$ cat src/rtl/rpn_pop_exec.sv
// rpn_pop_exec: pop/execute end of the two-level RPN operand stack.
// Accepts an operation, checks the stack has enough operands, issues a
// request/acknowledge transaction to the ALU and writes the result back
// as the new stack top.
//
// Optional feature: define RPN_TIMEOUT_EN to abort an ALU request that is
// not acknowledged within ALU_TIMEOUT ISSUE cycles (err = 2'b10).
//
// Handshakes:
//   op_valid/op_ready : request accepted on a rising edge where both are 1;
//                       op_valid while op_ready=0 is ignored (no queuing).
//   alu_req/alu_ack   : alu_req and alu_op/alu_a/alu_b are registered and
//                       held constant until alu_ack=1 is sampled in ISSUE;
//                       alu_ack in any other state is ignored.
module rpn_pop_exec #(
   parameter int WIDTH       = 8,
   parameter int ALU_TIMEOUT = 15
) (
   input  logic             clk,
   input  logic             rst,
   input  logic             op_valid,
   output logic             op_ready,
   input  logic [2:0]       op_code,
   input  logic [WIDTH-1:0] stk_a,
   input  logic [WIDTH-1:0] stk_b,
   input  logic [1:0]       stk_depth,
   output logic             alu_req,
   output logic [2:0]       alu_op,
   output logic [WIDTH-1:0] alu_a,
   output logic [WIDTH-1:0] alu_b,
   input  logic             alu_ack,
   input  logic [WIDTH-1:0] alu_result,
   input  logic [3:0]       alu_flags,
   output logic             wb_en,
   output logic             wb_pop,
   output logic [WIDTH-1:0] wb_data,
   output logic [WIDTH-1:0] result,
   output logic [3:0]       flags,
   output logic             done,
   output logic [1:0]       err,
   output logic [1:0]       state_dbg
);

   typedef enum logic [1:0] {
      ST_IDLE  = 2'd0,
      ST_ISSUE = 2'd1,
      ST_WB    = 2'd2,
      ST_ERR   = 2'd3
   } state_t;

   localparam logic [1:0] ERR_OK    = 2'b00;
   localparam logic [1:0] ERR_UFLOW = 2'b01;
   localparam logic [1:0] ERR_TMO   = 2'b10;

   state_t state;
   logic   is_bin;      // latched: operation pops two operands

   // Operand-count check on the incoming request (depth 3 counts as 2).
   logic req_bin;
   logic depth_ok;

`ifdef RPN_TIMEOUT_EN
   localparam int CW_RAW = $clog2(ALU_TIMEOUT + 1);
   localparam int CW     = (CW_RAW > 4) ? CW_RAW : 4;
   localparam logic [CW-1:0] TMO_LAST = CW'(ALU_TIMEOUT - 1);
   logic [CW-1:0] tmo_cnt;
`else
   localparam int unused_alu_timeout = ALU_TIMEOUT;
`endif

   // Classify the request: binary ops are codes 000..100, unary 101..111.
   always_comb begin
      req_bin  = (op_code <= 3'b100);
      depth_ok = req_bin ? (stk_depth[1] == 1'b1) : (stk_depth != 2'b00);
   end

   assign state_dbg = state;

   // Control FSM with all outputs registered.
   always_ff @(posedge clk or negedge rst) begin
      if (!rst) begin
         state    <= ST_IDLE;
         is_bin   <= 1'b0;
         op_ready <= 1'b0;
         alu_req  <= 1'b0;
         alu_op   <= 3'b000;
         alu_a    <= '0;
         alu_b    <= '0;
         wb_en    <= 1'b0;
         wb_pop   <= 1'b0;
         wb_data  <= '0;
         result   <= '0;
         flags    <= 4'b0000;
         done     <= 1'b0;
         err      <= ERR_OK;
`ifdef RPN_TIMEOUT_EN
         tmo_cnt  <= '0;
`endif
      end else begin
         wb_en <= 1'b0;
         done  <= 1'b0;
         case (state)
            ST_IDLE: begin
               op_ready <= 1'b1;
               if (op_valid && op_ready) begin
                  op_ready <= 1'b0;
                  alu_op   <= op_code;
                  is_bin   <= req_bin;
                  if (depth_ok) begin
                     state   <= ST_ISSUE;
                     err     <= ERR_OK;
                     alu_req <= 1'b1;
                     alu_a   <= req_bin ? stk_a : stk_b;
                     alu_b   <= req_bin ? stk_b : '0;
`ifdef RPN_TIMEOUT_EN
                     tmo_cnt <= '0;
`endif
                  end else begin
                     state <= ST_ERR;
                     done  <= 1'b1;
                     err   <= ERR_UFLOW;
                  end
               end
            end
            ST_ISSUE: begin
               if (alu_ack) begin
                  // An ack in the same cycle as the timeout limit still wins.
                  state   <= ST_WB;
                  alu_req <= 1'b0;
                  wb_en   <= 1'b1;
                  wb_pop  <= is_bin;
                  wb_data <= alu_result;
                  result  <= alu_result;
                  flags   <= alu_flags;
                  done    <= 1'b1;
                  err     <= ERR_OK;
               end
`ifdef RPN_TIMEOUT_EN
               else if (tmo_cnt == TMO_LAST) begin
                  state   <= ST_ERR;
                  alu_req <= 1'b0;
                  done    <= 1'b1;
                  err     <= ERR_TMO;
               end else begin
                  tmo_cnt <= tmo_cnt + 1'b1;
               end
`endif
            end
            ST_WB: begin
               state    <= ST_IDLE;
               wb_pop   <= 1'b0;
               op_ready <= 1'b1;
            end
            ST_ERR: begin
               state    <= ST_IDLE;
               op_ready <= 1'b1;
            end
            default: begin
               state    <= ST_IDLE;
               op_ready <= 1'b1;
            end
         endcase
      end
   end

endmodule
$ cat config.mk
export PLATFORM = sky130hd
export DESIGN_NAME = rpn_pop_exec
export DESIGN_NICKNAME = d
export VERILOG_FILES = /design/src/rtl/rpn_pop_exec.sv
export SDC_FILE = /design/constraint.sdc
export NUM_CORES = 1
export LEC_CHECK = 0
export CORE_UTILIZATION = 37
export CTS_BUF_LIST = sky130_fd_sc_hd__clkbuf_4
export DETAILED_ROUTE_END_ITERATION = 12
export GPL_ROUTABILITY_DRIVEN = 0
export GPL_TIMING_DRIVEN = 0
export PLACE_DENSITY = 0.8
export REMOVE_ABC_BUFFERS = 1
export SLEW_MARGIN = 0
export SYNTH_ARGS = -nofsm -noshare
export SYNTH_HDL_FRONTEND = slang
export SYNTH_SLANG_ARGS = --single-unit
$ cat constraint.sdc
create_clock -name clk -period 1.4 [get_ports clk]
set_input_delay 0.35 -clock clk [delete_from_list [all_inputs] [get_ports clk]]
set_output_delay 0.35 -clock clk [all_outputs]
set_load 0.01 [all_outputs]
==> Word level (Yosys, flattened, before mapping) <==
Cells that the tools add are included.
W data, S select, Z words.
{ "totals": {"out_inout_bits": 48, "ff_bits": 41, "inputBits": 37, "wordCells": 58} }
{ "classes": {"magnitude_cmp": 1, "n_eq_ne": 6, "n_reduce_logical": 14, "muxes": 24} }
{ "ops": {"columns": ["operator", "count"], "rows": [
  ["$mux W8", 2],
  ["$mux W1", 11],
  ["$mux W2", 5],
  ["$pmux W1 S2", 4],
  ["$reduce_and A2 Y1", 4],
  ["$reduce_bool A2 Y1", 4],
  ["$ne A2 B2 Y1 const B", 3],
  ["$pmux W2 S3", 1],
  ["$reduce_and A3 Y1", 2],
  ["$eq A2 B2 Y1 const B", 2],
  ["$pmux W2 S2", 1],
  ["$reduce_and A4 Y1", 1],
  ["$le A3 B3 Y1 const B", 1],
  ["$eq A2 B1 Y1 const B", 1],
  ["$logic_not A2 Y1", 1],
  ["$reduce_or A2 Y1", 1],
  ["$logic_and A1 B1 Y1", 1]
]} }

==> Logic depth before layout (Yosys ltp) <==
{ "logic_depth": {"depth_word": 5, "ltp_mapped": 5, "ltp_nobuf": 3} }

==> Worst setup path after synthesis <==
OpenSTA, ideal clock, no wires.
{ "synth_timing": {"kind": "reg-to-reg", "start": "register state[0] (netlist: state_dbg[0])", "end": "register alu_a[6]", "setup_slack_ps": -119, "arrival_ps": 1394, "synth_period_minus_slack_ps": 1519, "stages_incl_launch_ff": 6, "cell_sequence": "dfrtp_1 -> buf_6 -> and4bb_4 -> o21ai_4 -> buf_6 -> mux2_4"} }
{ "synth_between": {"elab_chain_cells": 2} }
{ "synth_lines": {"columns": ["element", "line_no", "text"], "rows": [
  ["start: declaration", "55", "state_t state;"],
  ["start signal: assignment", "82", "state <= ST_IDLE;"],
  ["start signal: assignment", "110", "state <= ST_ISSUE;"],
  ["start signal: assignment", "119", "state <= ST_ERR;"],
  ["$logic_not A2 Y1", "102", "case (state)"],
  ["$reduce_and A3 Y1 (no source line)", null, null],
  ["end signal: assignment", "113", "alu_a <= req_bin ? stk_a : stk_b;"],
  ["end: declaration", "29", "output logic [WIDTH-1:0] alu_a,"]
]} }
Every way passes these cells.
A chain may end at the register's enable or synchronous reset.

==> Worst setup path after layout <==
Ends and elaborated chain as after synthesis.

==> run summary <==
Slew Limit Fails - 0
area of the multi-input gates - 672 sq um
Core ar. - 4410 sq um
RSZ-0062 raised after global routing - yes
clock root buffer - clkbuf_4
nets - 272
Worst Setup End Kind - flop
adder-cell area share of the yosys netlist - 0%
worst-path cell chain - buf_6, and4bb_4, o21ai_4, buf_12, mux2_4
CTS H-tree lvls - 2
Yosys Warn Count - 0
ranking of synthesized cells by area - dfrtp_1 (58%), mux2_2 (18%), a22o_1 (4.1%), buf_4 (3.9%), nand2_1 (2.4%)
WHS - 103 ps
vias in the first global route - 1357
final WL - 4.62 mm
fmax - 648 MHz
routed vias - 1428
top-count cell post-synth - dfrtp_1
worst endpoint data arrival time - 1780 ps
Post-Syn Area per Cell - 13.5 sq um
post-synthesis cell count - 128
#FFs+latches synth - 40
startpoint types - flop
post-detail-place hpwl - 2.79 mm
Worst-path clk slew - 120 ps
maximum capacitance violations - 0
Reg2Reg Setup Slack - -140 ps
die extent in x - 70.3 microns
final hold vios - 0
total CTS buffers - 5
Worst Hold Class - input pin to asynchronous set/reset pin
count of unique library cells instantiated by Yosys - 26
Starting Density - 39.1%
CP Class - flop to flop
WL/cell - 16.0 microns
Crit path required time - 1640 ps
GRT Total Usage - 17.9%
Post-Syn Area - 1720 sq um
Setup Skew - 7.30 ps
Top FF cell, synth - dfrtp_1
fin area - 2910 sq um
Synth Area in XOR/XNOR - 0%
violations in the final reports - negative setup slack
Register Area - 1000 sq um
CP max stage cell - dfrtp_2
Final Critical Period - 1540 ps
DRC viols - 0
drt first pass iters - 5
# fillers - 326
DR iter-0 viols - 71
WP buf/inv - 2
pwr dens - 1990 nW/um^2
via-per-instance ratio - 4.96
Final period util - 110%
Area Growth Syn to Fin - 68.7%
post-route ant nets - 0
Post-synth EDFFs - 0
Worst path max stage delay - 440 ps
Post-synth top cells - dfrtp_1 (40), mux2_2 (27), nand2_1 (11)
family with the most delay on the worst path - flip-flops
area leader, netlist - dfrtp_1
post-synth top area share - 58.1%
first-pass GRT wire length - 6.73 mm
placed instance area - 2510 sq um
Port-buffer cells - 83
# rows - 24
Final WS setup - -143 ps
clk sinks - 40
non-filler instance count after layout - 288
initial antenna violation count - 0
Worst Tran Pin Value - 880 ps
post-synthesis sequential area ratio - 58.1%
Worst VDD drop - 1060 uV
Vert. Die Dim - 70.3 microns
latest clock arrival within the worst-skew pair - 350 ps
largest family of logic cells by synthesized area - multiplexers
Synth Area in Simple Gates - 6.82%
Synth Area in Compound Gates - 9.14%
antenna cell count - 0
post-synthesis mux area share - 19.1%
GRT overflow - 0
largest net degree at the start of global routing - 41
Top Ports - 85
Max-slew headroom - 41.3%
Placed Instances - 248
hold_buf cts - 0
CTS tree - built
async set or reset register ratio after synthesis - 100%
outcome - finished with violations
count of final setup violators - 33
maximum fanout along the worst path - 8
Clock Path Buffers - 2
full die area - 4940 sq um
share of cells above drive strength 1 - 33.5%
Leakage - 1.38 nW
Tot Pwr - 5.78 mW
==> area by class of cell <==
type                            count  area share, %
Timing Repair Buffer              115           38.0
Clock buffer                        7           1.81
Tap cell                           52           2.24
Clock inverter                      1          0.129
Multi-Input combinational cell     71           23.1
Sequential cell                    40           34.5
Inverter                            2          0.258
==> power by group <==
part | total, mW | internal [mW] | leakage (nW) | switching (mW)
clock | 0.602 | 0.232 | 0.0338 | 0.369
sequential | 2.00 | 1.69 | 0.490 | 0.309
combinational | 3.18 | 1.96 | 0.856 | 1.22
total | 5.78 | 3.88 | 1.38 | 1.90
==> repair_timing <==
item                                    4_1_cts  5_1_grt
setup buffers                                14       17
resized for setup                            67       58
gates cloned                                  1        1
pin swaps                                     2        7
endpoints found under the setup margin       80       80
==> registers in the layout (all words and copies together) (netlist names), 2 cells and up <==
register and flops:
alu_a 8, alu_b 8, alu_op 3, flags 4, result 8, state_dbg 2
==> stage by stage <==
stage               TNS, ps  worst slack, ps  util [%]
global placement     -60620            -1000      56.9
CTS                   -1540             -160      60.8
detailed placement   -20610             -713      56.8
finish                -2780             -143      65.9
floorplan              -712            -50.2         -
global route          -4550             -173      65.9
==> worst paths after layout <==
path	from	to	cells past startpoint
max	state_dbg[0]$_DFFE_PN0P_	alu_a[6]$_DFFE_PN0P_	5
min	rst	flags[3]$_DFFE_PN0P_	1
max reg2reg	state_dbg[0]$_DFFE_PN0P_	alu_a[6]$_DFFE_PN0P_	5
min reg2reg	is_bin$_DFFE_PN0P_	is_bin$_DFFE_PN0P_	2
max in group asynchronous	rst	state_dbg[0]$_DFFE_PN0P_	1
min in group clk	op_code[0]	alu_op[0]$_DFFE_PN0P_	3
==> per-layer routing <==
metal	up-vias	part of all wire [%]	global-route usage [%]
met2	55	50	28.6
li1	656	-	-
met5	-	0	0
met4	0	2.8	8.44
met3	11	4.3	3.61
met1	706	43	23.1
==> kinds of logic (layout without fill, tap and decap cells) <==
family | Yosys count | after routing
flops | 40 | 40
mux | 29 | 29
simple gates | 21 | 21
compound gates | 20 | 20
buf+inv | 17 | 125
other cells | 1 | 1
==> cell usage in the layout, fill, tap and decap left out, types with 2 or more instances in the layout <==
master and count:
clkbuf_4 7, dlygate4sd2_1 8, nand2b_1 3, buf_6 8, mux2_2 18, clkdlybuf4s15_1 39, o31ai_1 3, inv_1 2
nand2_1 11, dfrtp_1 39, a22o_1 8, buf_4 24, o21ai_0 3, clkdlybuf4s50_1 32, mux2_4 10
No activity file was read; power rests on OpenSTA's default activity.
==> variant 1, RTL diff (config.mk and constraints unchanged) <==
The parameter `WIDTH` goes from 8 to 9.
--- a/src/rtl/rpn_pop_exec.sv
+++ b/src/rtl/rpn_pop_exec.sv
@@ -13,7 +13,7 @@
 //                       held constant until alu_ack=1 is sampled in ISSUE;
 //                       alu_ack in any other state is ignored.
 module rpn_pop_exec #(
-   parameter int WIDTH       = 8,
+   parameter int WIDTH       = 9,
    parameter int ALU_TIMEOUT = 15
 ) (
    input  logic             clk,
Ports: changed (7 resized); port bits go from 85 to 92. No check against the original RTL was run, so the function may have changed too.
==> variant 1 against the original RTL <==
The run still ends with negative setup slack left; non-clock buffer count down 2; clock power down 3%; via count fell by 0.70%; wire length shrank 9.5%; sequential cell count increased by 3; total power fell by 2.2%; fmax is 1.2% higher; setup slack improved by 0.018 ns; area after synthesis grew 7.0%; final area up 2.2%; highest routed layer unchanged.
==> variant 1: results <==
export IMPL_status="finished with violations"
export IMPL_violations="negative setup slack"
export IMPL_max_stage_delay_ns=0.41
export IMPL_ys_types=24
export IMPL_wirelength_um=4180
export IMPL_ys_top_cells_by_count="43 x dfrtp_1, 31 x mux2_2, 13 x nand2_1"
export IMPL_ys_top_cells_by_area="dfrtp_1 58%, mux2_2 19%, a22o_1 4.3%, buf_4 4.1%, nand2_1 2.6%"
export IMPL_drive_gt1_share_pct=31.5
export IMPL_r2r_end="alu_b[8]"
export IMPL_avgSynthCellArea_sq_um=13.6
export IMPL_rr_startpoint="state_dbg[1]"
export IMPL_placedInstanceArea_sq_um=2730
export IMPL_reg_largest_list="alu_a x9, alu_b x9, result x9"
export IMPL_grt_max_degree=39
export IMPL_routed_via_count=1418
export IMPL_grt_pass1_vias=1503
export IMPL_wl_met2_um=2160
export IMPL_setup_violations=21
export IMPL_p_sw_share_pct=33.3
export IMPL_finalClockSkew_ns=0.0128
export IMPL_grt_use_total_pct=17.1
export IMPL_hpwl_um=2860
export IMPL_setup_slack_ns=-0.125
export IMPL_leakage_nw=1.37
export IMPL_ir_drop_mv=0.996
export IMPL_setup_tns_final_ns=-1.44
export IMPL_slowest_stage="dfrtp_1"
export IMPL_grt_first_pass_wirelength_um=6770
export IMPL_wl_per_cell_um=13.6
export IMPL_wl_met3_um=311
export IMPL_preCtsSetupSlack_ns=-0.998
export IMPL_whs_ns=0.341
export IMPL_ff2ff_path_depth=6
export IMPL_nets=280
-- variant 1: cell count changes in the layout (fill, tap and decap cells not counted), sizes merged, moves of 2 or more --
| cell | change |
|---|---|
| clkdlybuf4s15 | +3 |
| mux2 | +3 |
| dfrtp | +3 |
| buf | -7 |
| dlygate4sd2 | -6 |
| nand2 | +2 |
| clkdlybuf4s50 | +4 |
| clkbuf | +2 |
-- variant 1: worst max path at each step --
stage / endpoint / cells after the start
after global placement: alu_a[0] / 4
final: alu_b[8] / 6
after global routing: alu_b[5] / 6
after floorplan: alu_a[0] / 3
after CTS: alu_b[8] / 6
after detailed placement: alu_a[0] / 4
-- variant 1: repair_timing --
item | 4_1_cts | 5_1_grt
hold buffers | 1 | 0
setup endpoints to repair | 86 | 57
endpoints found under the hold margin | 5 | 0
pin swaps | 4 | 6
gates resized for setup | 97 | 33
setup buffers | 16 | 5
-- variant 1: cell type report --
class / instances / area [sq um]
Clock inverter: 2 / 7.51
Tap cell: 67 / 83.8
Sequential cell: 43 / 1080
Multi-Input combinational cell: 75 / 672
Timing Repair Buffer: 113 / 1080
Fill cell: 378 / 1780
Inverter: 2 / 7.51
Clock buffer: 6 / 45.0
-- variant 1: kinds of logic after synthesis --
| kind of cell | synth area share (%) |
|---|---|
| compound gates | 8.34 |
| buf+inv | 6.71 |
| flops | 58.3 |
| mux | 19.5 |
| other cells | 0.203 |
| simple gates | 6.98 |
-- variant 1: routing by layer --
layer,global-route usage [%],vias up
li1,-,676
met1,19.8,681
met2,29.1,55
met3,6.08,6
met4,6.97,0
met5,0,-
-- variant 1: power by group through the flow --
stage	registers [mW]	clock network, mW	logic [mW]
after floorplan	2.52	0	0.824
after global placement	2.18	0	2.81
after detailed placement	2.21	0	2.87
after CTS	2.11	0.614	2.79
after global routing	2.20	0.671	3.18
final	2.13	0.584	2.95
==> variant 2, RTL diff (config.mk and constraints unchanged) <==
Made on the original files. Register the output `state_dbg` once more, cleared by the reset; this adds one clock of latency there. The other outputs are not delayed to match.
--- a/src/rtl/rpn_pop_exec.sv
+++ b/src/rtl/rpn_pop_exec.sv
@@ -74,7 +74,13 @@
       depth_ok = req_bin ? (stk_depth[1] == 1'b1) : (stk_depth != 2'b00);
    end
 
-   assign state_dbg = state;
+   always_ff @(posedge clk or negedge rst) begin
+      if (!rst) begin
+         state_dbg <= '0;
+      end else begin
+         state_dbg <= state;
+      end
+   end
 
    // Control FSM with all outputs registered.
    always_ff @(posedge clk or negedge rst) begin
Behaviour: not the same (a bounded check fails within 4 cycles, from zero or initial values and one cycle with rst low).
==> variant 2 against the original RTL <==
The run ends with design-rule violations, negative setup slack left; synthesized cell count increased by 1.6%; sequential cell count increased by 2; area after synthesis increased by 3.0%; critical path type is now in2reg; first-iteration DRC count decreased by 35%; clock power increased by 56%; wire length decreased by 15%; core utilization decreased by 1.8 points; setup slack improved by 0.075 ns; global-route usage decreased by 1.1 points; critical endpoint is now alu_b[4]; via count decreased by 5.8%; non-clock buffer count decreased by 11; total power decreased by 0.69%; largest power group unchanged; final area decreased by 1.5%.
==> variant 2: results <==
export IMPL_rr_startpoint="state[0]"
export IMPL_cts_htree_levels=2
export IMPL_grt_use_total_pct=16.8
export IMPL_cts_clk_slew_worst_paths_ns=0.11
export IMPL_grt_first_pass_wirelength_um=6510
export IMPL_nets=263
export IMPL_async_flop_share_pct=100
export IMPL_max_stage_delay_ns=0.53
export IMPL_cp_max_fo=9
export IMPL_cts_buffer_depth=2
export IMPL_setup_violations=14
export IMPL_firstDrtPassIters=8
export IMPL_preCtsSetupSlack_ns=-0.718
export IMPL_hold_start="op_code[1]"
export IMPL_tightest_slew_ns=0.523
export IMPL_crit_start="op_valid"
export IMPL_violations="design-rule violations, negative setup slack"
export IMPL_ys_top_cells_by_count="42 x dfrtp_1, 26 x mux2_2, 11 x nand2_1"
export IMPL_grt_pass1_vias=1386
export IMPL_via_per_inst=4.82
export IMPL_wirelength_um=3950
export IMPL_drive_gt1_share_pct=31.3
export IMPL_drc=4
export IMPL_setup_slack_ns=-0.0682
export IMPL_ir_drop_mv=1.01
export IMPL_critPathArrivalTime_ns=1.71
export IMPL_placedInstanceArea_sq_um=2590
export IMPL_clock_latency_ns=0.35
export IMPL_ys_top_cells_by_area="dfrtp_1 59%, mux2_2 16%, a22o_1 3.9%, buf_4 3.8%, nand2_1 2.3%"
export IMPL_leakage_nw=1.33
export IMPL_slowest_stage="clkdlybuf4s50_1"
export IMPL_synth_seq_area_share_pct=59.2
export IMPL_clockRootBuffer="clkbuf_4"
export IMPL_ys_types=27
export IMPL_holdCritPathClass="in2reg"
export IMPL_numCtsBuffers=5
export IMPL_hpwl_um=2720
export IMPL_status="finished with violations"
export IMPL_reg_largest_list="alu_a x8, alu_b x8, result x8"
export IMPL_grt_max_degree=23
export IMPL_drt_iter0_markers=46
export IMPL_finalClockSkew_ns=0.00970
export IMPL_regToRegSetupSlack_ns=-0.04
export IMPL_io_buffer_count=83
export IMPL_antenna_found_initial=0
export IMPL_n_antenna_cell=0
export IMPL_yosysWarnings=0
## variant 2: cell types whose count changed in the layout (fill, tap and decap cells not counted), moves of 4 or more
cell | before | now
buf_4 | 24 | 10
clkbuf_2 | 1 | 6
clkdlybuf4s15_1 | 39 | 35
mux2_2 | 18 | 26
mux2_4 | 10 | 1
## variant 2: per-layer routing
metal | track usage, % | up-vias | wire length, um
met5 | 0 | - | 0
met4 | 6.00 | 0 | 48
met3 | 5.63 | 7 | 318
met2 | 28.4 | 58 | 1980
met1 | 20.1 | 642 | 1600
li1 | - | 638 | -
## variant 2: where the power goes
group | leakage (nW) | total [mW] | switching (mW) | internal, mW
Sequential | 0.515 | 2.08 | 0.307 | 1.77
Clock | 0.0528 | 0.942 | 0.392 | 0.550
Combinational | 0.758 | 2.72 | 1.09 | 1.63
## variant 2: critical path: cells and delay by family
kind | cells | cell delay [ns]
compound gates | 2 | 0.26
simple gates | 1 | 0.31
buf+inv | 3 | 0.80
## variant 2: final timing paths
path / endpoint / cells after the start
setup / recovery: alu_b[4] / 6
hold / removal: alu_op[1] / 3
setup reg to reg: alu_b[4] / 5
hold reg to reg: alu_op[2] / 2
max in group asynchronous: flags[0] / 3
min in group asynchronous: err[0] / 2
## variant 2: logic make-up after synthesis
family / count (synthesis) / share of synthesized area [%]
buffers and inverters: 17 / 6.55
other: 1 / 0.211
DFF: 42 / 59.2
muxes: 29 / 18.5
and+or+nand+nor: 21 / 6.69
AOI/OAI and AO/OA: 20 / 8.87
## variant 2: metrics by stage
stage	utilization (%)	power, mW	cells	setup TNS, ns	hold slack (ns)
2_1_floorplan	-	3.19	115	-0.357	0.0544
3_3_place_gp	57.3	4.71	250	-65.86	0.463
3_5_place_dp	57.8	4.78	251	-20.63	0.361
4_1_cts	62.6	5.61	274	-0.215	0.402
5_1_grt	64.1	6.11	279	-1.06	0.439
6_report	64.1	5.74	279	-0.647	0.419
## variant 2: timing repair
action	in CTS	in global routing
endpoints found under the setup margin	80	57
hold endpoints to repair	20	0
gates cloned	0	1
setup buffers	14	4
pin swaps	1	0
hold buffers	1	0
gates resized for setup	89	32
## variant 2: layout make-up
cell class,instances,area [sq um]
Tap cell,52,65.1
Multi-Input combinational cell,71,634
Inverter,2,7.51
Clock inverter,3,63.8
Fill cell,355,1610
Sequential cell,42,1050
Timing Repair Buffer,104,1010
Clock buffer,5,37.5
